--- src/rtl/fifo_arb_pkg.sv ---
// Shared types and sizing helpers for the FIFO write arbiter and its
// round-robin picker (also usable by the read-side scheduler).
package fifo_arb_pkg;

  typedef enum logic {
    IDLE = 1'b0,
    BUSY = 1'b1
  } arb_state_e;

  function automatic int idx_width(input int n);
    return (n <= 1) ? 1 : $clog2(n);
  endfunction

  function automatic int cnt_width(input int max_beats);
    return $clog2(max_beats + 1);
  endfunction

  // Returns the position of the highest set bit; callers pass a one-hot value.
  function automatic int onehot_to_idx(input logic [31:0] oh);
    int idx;
    idx = 0;
    for (int i = 0; i < 32; i++) begin
      if (oh[i]) idx = i;
    end
    return idx;
  endfunction

endpackage

--- src/rtl/fifo_rr_pick.sv ---
// Combinational round-robin picker: first valid bit at or above rr_ptr_i,
// wrapping modulo N (N need not be a power of two).
module fifo_rr_pick
  import fifo_arb_pkg::*;
#(
  parameter int N  = 4,
  parameter int IW = idx_width(N)
) (
  input  logic [N-1:0]  valid_i,
  input  logic [IW-1:0] rr_ptr_i,
  output logic [N-1:0]  pick_o,
  output logic          any_valid_o
);

  int            idx;
  logic [IW-1:0] sel;
  logic          found;

  always_comb begin
    pick_o = '0;
    found  = 1'b0;
    idx    = 0;
    sel    = '0;
    for (int k = 0; k < N; k++) begin
      idx = int'(rr_ptr_i) + k;
      if (idx >= N) idx = idx - N;
      sel = IW'(idx);
      if (!found && valid_i[sel]) begin
        pick_o[sel] = 1'b1;
        found       = 1'b1;
      end
    end
  end

  assign any_valid_o = |valid_i;

endmodule

--- src/rtl/fifo_write_arbiter.sv ---
// Packet-granular round-robin arbiter sharing the async FIFO write port
// among NREQ wclk-domain requesters, with a maximum packet length guard.
//
// state | meaning
// IDLE  | no owner; arbitrate among valid requesters, nothing written
// BUSY  | grant_q owns the write port until its last (or forced) beat
module fifo_write_arbiter
  import fifo_arb_pkg::*;
#(
  parameter int NREQ      = 4,
  parameter int DSIZE     = 8,
  parameter int MAX_BEATS = 16
) (
  input  logic                       wclk,
  input  logic                       rst,
  input  logic [NREQ-1:0]            req_valid,
  input  logic [NREQ*DSIZE-1:0]      req_data,
  input  logic [NREQ-1:0]            req_last,
  output logic [NREQ-1:0]            req_ready,
  input  logic                       fifo_full,
  output logic                       fifo_write,
  output logic [DSIZE-1:0]           fifo_wdata,
  output logic [NREQ-1:0]            grant,
  output logic                       busy,
  input  logic                       err_clr,
  output logic                       err_overlen,
  output logic [idx_width(NREQ)-1:0] err_src
);

  localparam int IW = idx_width(NREQ);
  localparam int CW = cnt_width(MAX_BEATS);

  arb_state_e    state_q, state_d;
  logic [NREQ-1:0] grant_q, grant_d;
  logic [IW-1:0] rr_ptr_q, rr_ptr_d;
  logic [CW-1:0] beat_cnt_q, beat_cnt_d;
  logic          err_overlen_q, err_overlen_d;
  logic [IW-1:0] err_src_q, err_src_d;

  logic [NREQ-1:0] pick;
  logic          any_valid;
  logic [IW-1:0] owner;
  logic          own_valid, own_last, acc, at_max;

  fifo_rr_pick #(.N(NREQ), .IW(IW)) u_pick (
    .valid_i     (req_valid),
    .rr_ptr_i    (rr_ptr_q),
    .pick_o      (pick),
    .any_valid_o (any_valid)
  );

  assign owner     = IW'(onehot_to_idx(32'(grant_q)));
  assign own_valid = |(req_valid & grant_q);
  assign own_last  = |(req_last & grant_q);
  assign busy      = (state_q == BUSY);
  assign acc       = busy & own_valid & ~fifo_full;
  assign at_max    = (beat_cnt_q == CW'(MAX_BEATS - 1));

  assign fifo_write = acc;
  assign req_ready  = busy ? (grant_q & {NREQ{~fifo_full}}) : '0;
  assign grant      = grant_q;
  assign err_overlen = err_overlen_q;
  assign err_src    = err_src_q;

  always_comb begin
    fifo_wdata = '0;
    for (int i = 0; i < NREQ; i++) begin
      if (grant_q[i]) fifo_wdata = req_data[i*DSIZE +: DSIZE];
    end
  end

  always_comb begin
    state_d       = state_q;
    grant_d       = grant_q;
    rr_ptr_d      = rr_ptr_q;
    beat_cnt_d    = beat_cnt_q;
    err_overlen_d = err_overlen_q & ~err_clr;
    err_src_d     = err_src_q;
    case (state_q)
      IDLE: begin
        if (any_valid) begin
          grant_d = pick;
          state_d = BUSY;
        end
      end
      BUSY: begin
        if (acc) begin
          if (own_last || at_max) begin
            state_d    = IDLE;
            grant_d    = '0;
            beat_cnt_d = '0;
            rr_ptr_d   = (owner == IW'(NREQ - 1)) ? '0 : owner + 1'b1;
            // Forced release: the set wins over a simultaneous err_clr.
            if (!own_last) begin
              err_overlen_d = 1'b1;
              err_src_d     = owner;
            end
          end else begin
            beat_cnt_d = beat_cnt_q + 1'b1;
          end
        end
      end
      default: state_d = IDLE;
    endcase
  end

  always_ff @(posedge wclk or posedge rst) begin
    if (rst) begin
      state_q       <= IDLE;
      grant_q       <= '0;
      rr_ptr_q      <= '0;
      beat_cnt_q    <= '0;
      err_overlen_q <= 1'b0;
      err_src_q     <= '0;
    end else begin
      state_q       <= state_d;
      grant_q       <= grant_d;
      rr_ptr_q      <= rr_ptr_d;
      beat_cnt_q    <= beat_cnt_d;
      err_overlen_q <= err_overlen_d;
      err_src_q     <= err_src_d;
    end
  end

endmodule

--- config.mk ---
export PLATFORM = sky130hd
export DESIGN_NAME = fifo_write_arbiter
export DESIGN_NICKNAME = d
export VERILOG_FILES = /design/src/rtl/fifo_arb_pkg.sv /design/src/rtl/fifo_rr_pick.sv /design/src/rtl/fifo_write_arbiter.sv
export SDC_FILE = /design/constraint.sdc
export NUM_CORES = 1
export LEC_CHECK = 0
export ABC_AREA = 1
export CAP_MARGIN = 20
export CORE_MARGIN = 2
export CORE_UTILIZATION = 39
export CTS_BUF_LIST = sky130_fd_sc_hd__clkbuf_16
export DETAILED_ROUTE_END_ITERATION = 8
export PLACE_DENSITY = 0.86
export SLEW_MARGIN = 20
export SYNTH_ARGS = -nofsm -noshare
export SYNTH_HDL_FRONTEND = slang
export SYNTH_SLANG_ARGS = --single-unit
export TNS_END_PERCENT = 5
--- constraint.sdc ---
create_clock -name wclk -period 1.5 [get_ports wclk]
set_input_delay 0.225 -clock wclk [delete_from_list [all_inputs] [get_ports wclk]]
set_output_delay 0.225 -clock wclk [all_outputs]
set_load 0.02 [all_outputs]
==> flow_metrics.env <==
export IMPL_power_density_mw_per_mm2=1680
export IMPL_synth_seq_area_share_pct=24.4
export IMPL_dp_hpwl_mm=3.63
export IMPL_finalHoldWorstSlack_ns=0.271
export IMPL_num_vias=1816
export IMPL_syn_area_mm2=0.00154
export IMPL_fin_crit_sh_pct=107
export IMPL_worst_setup_hold_path_clk_slew_ns=0.05
export IMPL_io_buffers=64
export IMPL_finalMaxSlewViolations=0
export IMPL_postCtsSetupRepairBufs=0
export IMPL_area_growth_synth_to_final_pct=65.9
export IMPL_postRouteAntennaNets=0
export IMPL_cts_hold_buffers_added=0
export IMPL_vias_in_the_first_global_route=1827
export IMPL_boundaryPins=65
export IMPL_grtUsageMet1_pct=24.0
export IMPL_setup_violations=12
export IMPL_mostFrequentLayoutCells="nand2_1 (56), clkdlybuf4s50_1 (46), nand3_1 (39), buf_4 (35), inv_1 (19)"
export IMPL_clock_tree_root_cell="clkbuf_16"
export IMPL_core_area_mm2=0.00372
export IMPL_post_synth_num_cell_types=27
export IMPL_slew_limit_headroom_pct=77.6
export IMPL_dpl_cell_count=359
export IMPL_synthesis_instances=224
export IMPL_number_of_maximum_capacitance_violations=0
export IMPL_clock_tree_from_tritoncts="done"
export IMPL_synth_compound_area_share_pct=15.2
export IMPL_vias_per_cell=5.00
export IMPL_hold_viol_final=0
export IMPL_critical_path_peak_fanout=8
export IMPL_class_of_the_tightest_hold_or_removal_check="in -> async"
export IMPL_worst_path_largest_cell_delay_ns=0.38
export IMPL_routing_usage_on_met2_pct=43.0
export IMPL_peakVddDrop_mv=1.03
export IMPL_timing_setup_critical_path_class="reg -> out"
export IMPL_antennaDiodeCount=0
export IMPL_detail_route_wl_per_cell_um=13.2
export IMPL_post_synth_and_or_nand_nor_area_fraction_pct=42.8
export IMPL_synth_ff_latch_count=15
export IMPL_finalWeightedCongestion=0.813
export IMPL_cp_slowest_cell="dfrtp_1"
export IMPL_place_ws_ns=-0.451
export IMPL_worst_pin_slew_ns=0.333
export IMPL_post_synth_xor_area_fraction_pct=0
export IMPL_initial_core_util_pct=41.4
export IMPL_worst_endpoint_arrival_ns=1.38
export IMPL_grt_use_total_pct=22.6
export IMPL_layout_cells_most_common="nand2_1"
export IMPL_setup_total_negative_slack_ns=-0.644
export IMPL_dpl_cell_area_mm2=0.00246
export IMPL_total_leakage_power_nw=1.22
export IMPL_mappedNetlistNets=277
export IMPL_cpLargestDelayFamily="flip-flops"
export IMPL_synth_top_family_by_area="simple AND/OR/NAND/NOR gates"
export IMPL_number_of_antenna_violations_at_the_first_check_in_global_routing=0
export IMPL_crit_chain="inv_2 > buf_12 > nand3_1 > a21oi_2 > a21oi_1 > o21ai_1 > buf_4"
export IMPL_drive_gt1_share_pct=29.2
export IMPL_dieHeight_um=66.8
export IMPL_post_route_drc_count=0
export IMPL_finalNonFillerCells=363
export IMPL_failing_checks="setup timing"
export IMPL_cts_htree_levels=1
export IMPL_worstSkewPairLatency_ns=0.25
export IMPL_wire_length_of_the_first_global_routing_pass_mm=7.78
export IMPL_cts_buffers=3
export IMPL_core_rowCount=22
export IMPL_global_route_usage_met3_pct=4.05
export IMPL_synthesis_area_per_instance_um2=6.88
export IMPL_run_status="finished with violations"
export IMPL_worst_setup_slack_after_layout_ns=-0.110
export IMPL_yosys_mux_area_fraction_pct=0
export IMPL_required_ns=1.27
export IMPL_synth_yosys_warnings=0
export IMPL_critical_path_cell_count=7
export IMPL_num_nets_final=369
export IMPL_grt_max_degree=18
export IMPL_final_min_clock_period_ns=1.61
export IMPL_detailedRoute_firstPassIterationCount=4
export IMPL_timing_critical_path_from_type="flop"
export IMPL_top_usage_layer="met2"
export IMPL_final_area_mm2=0.00255
export IMPL_critical_path_n_buffers_inverters=3
export IMPL_routed_wirelength_mm=4.80
export IMPL_endpoint_kind="primary output"
export IMPL_dr_first_iter_drc_count=63
export IMPL_clock_sink_count=15
export IMPL_max_clock_freq_ghz=0.621
export IMPL_final_setup_skew_ns=0.00400
export IMPL_cts_root_to_sink_buffers=2
export IMPL_post_synth_fa_ha_maj_area_fraction_pct=7.31
export IMPL_rsz_0062_raised_after_global_routing="yes"
export IMPL_globalRoute_totalOverflow=0
export IMPL_fill_cells=295
export IMPL_reg2regPathDepth=10
export IMPL_floorplan_die_area_mm2=0.00447
export IMPL_chipWidth_um=66.8
[cell families after synthesis]
logic type,after synthesis
flops,15
fa+ha+maj,9
buf+inv,35
compound gates,40
simple gates,125
[worst reg2reg max path, cell delays in order, from the launching register on]
cell     delay, ns
dfrtp_1       0.42
buf_4         0.23
nand2_2       0.10
nand3_4       0.13
nand2_4       0.08
nand2_4       0.08
inv_2         0.05
nand3_1       0.07
nand3_1       0.10
nand2_1       0.10
nand2_1       0.06
[routing by layer]
layer,wire (um),share of wire [%]
met1,1840,38
met2,2570,54
met3,264,5.5
met4,123,2.6
met5,0,0
[synth_stat cells]
library cell / n / share of area (%)
nand4_1: 1 / 0.41
nand3_4: 3 / 3.4
clkbuf_1: 3 / 0.73
a22o_2: 1 / 0.65
nand2_4: 5 / 3.7
nand2_2: 2 / 0.81
nor2_1: 7 / 1.7
inv_4: 1 / 0.41
nor3_2: 1 / 0.65
o22ai_1: 1 / 0.41
a22o_4: 1 / 1.1
inv_2: 2 / 0.49
inv_1: 24 / 5.8
ha_1: 9 / 7.3
or2_2: 1 / 0.41
o21ai_0: 17 / 5.5
buf_2: 2 / 0.65
o21ai_1: 2 / 0.65
nand3_1: 40 / 13
nor2_2: 2 / 0.81
dfrtp_1: 15 / 24
buf_6: 3 / 2.2
nor2_8: 2 / 2.6
nand2_1: 60 / 15
o22ai_2: 2 / 1.6
nor2_4: 1 / 0.73
a21oi_1: 16 / 5.2
[power breakdown]
part           internal, mW  leakage [nW]  switching (mW)
logic                  1.33         0.989            1.79
clock network         0.354        0.0423           0.172
registers             0.541         0.193           0.103
[state kept, by name, summed over array words and instances, names as in the netlist]
name	cells
beat_cnt_q	5
err_src	2
busy	1
grant	4
err_overlen	1
rr_ptr_q	2
[final cells by class]
cell class	instances	area, um^2	share of cell area [%]
Inverter	27	106	4.16
Clock inverter	1	3.75	0.147
Timing Repair Buffer	95	855	33.4
Multi-Input combinational cell	174	1080	42.2
Tap cell	48	60.1	2.35
Clock buffer	3	75.1	2.94
Sequential cell	15	378	14.8
[path summary, 6_finish.rpt]
kind                            endpoint  slack [ns]        start
min in group wclk             err_src[1]        0.48   err_src[1]
max in group asynchronous       grant[2]        1.03          rst
min                        beat_cnt_q[1]        0.27          rst
max reg2reg                     grant[1]       -0.05  rr_ptr_q[0]
min reg2reg                   err_src[1]        0.48   err_src[1]
max                        fifo_wdata[2]       -0.11     grant[1]
[metrics by stage]
step / util, % / power (mW)
floorplan: - / 2.55
global placement: 66.3 / 3.59
detailed placement: 66.3 / 3.67
CTS: 68.3 / 4.23
global route: 68.8 / 4.63
finish: 68.8 / 4.29
[what timing repair did]
action,4_1_cts,5_1_grt
pin swaps,3,3
gates cloned,0,0
gates resized for setup,74,13
endpoints found under the setup margin,25,26
endpoints found under the hold margin,0,0
Power figures use the tool's default switching activity.
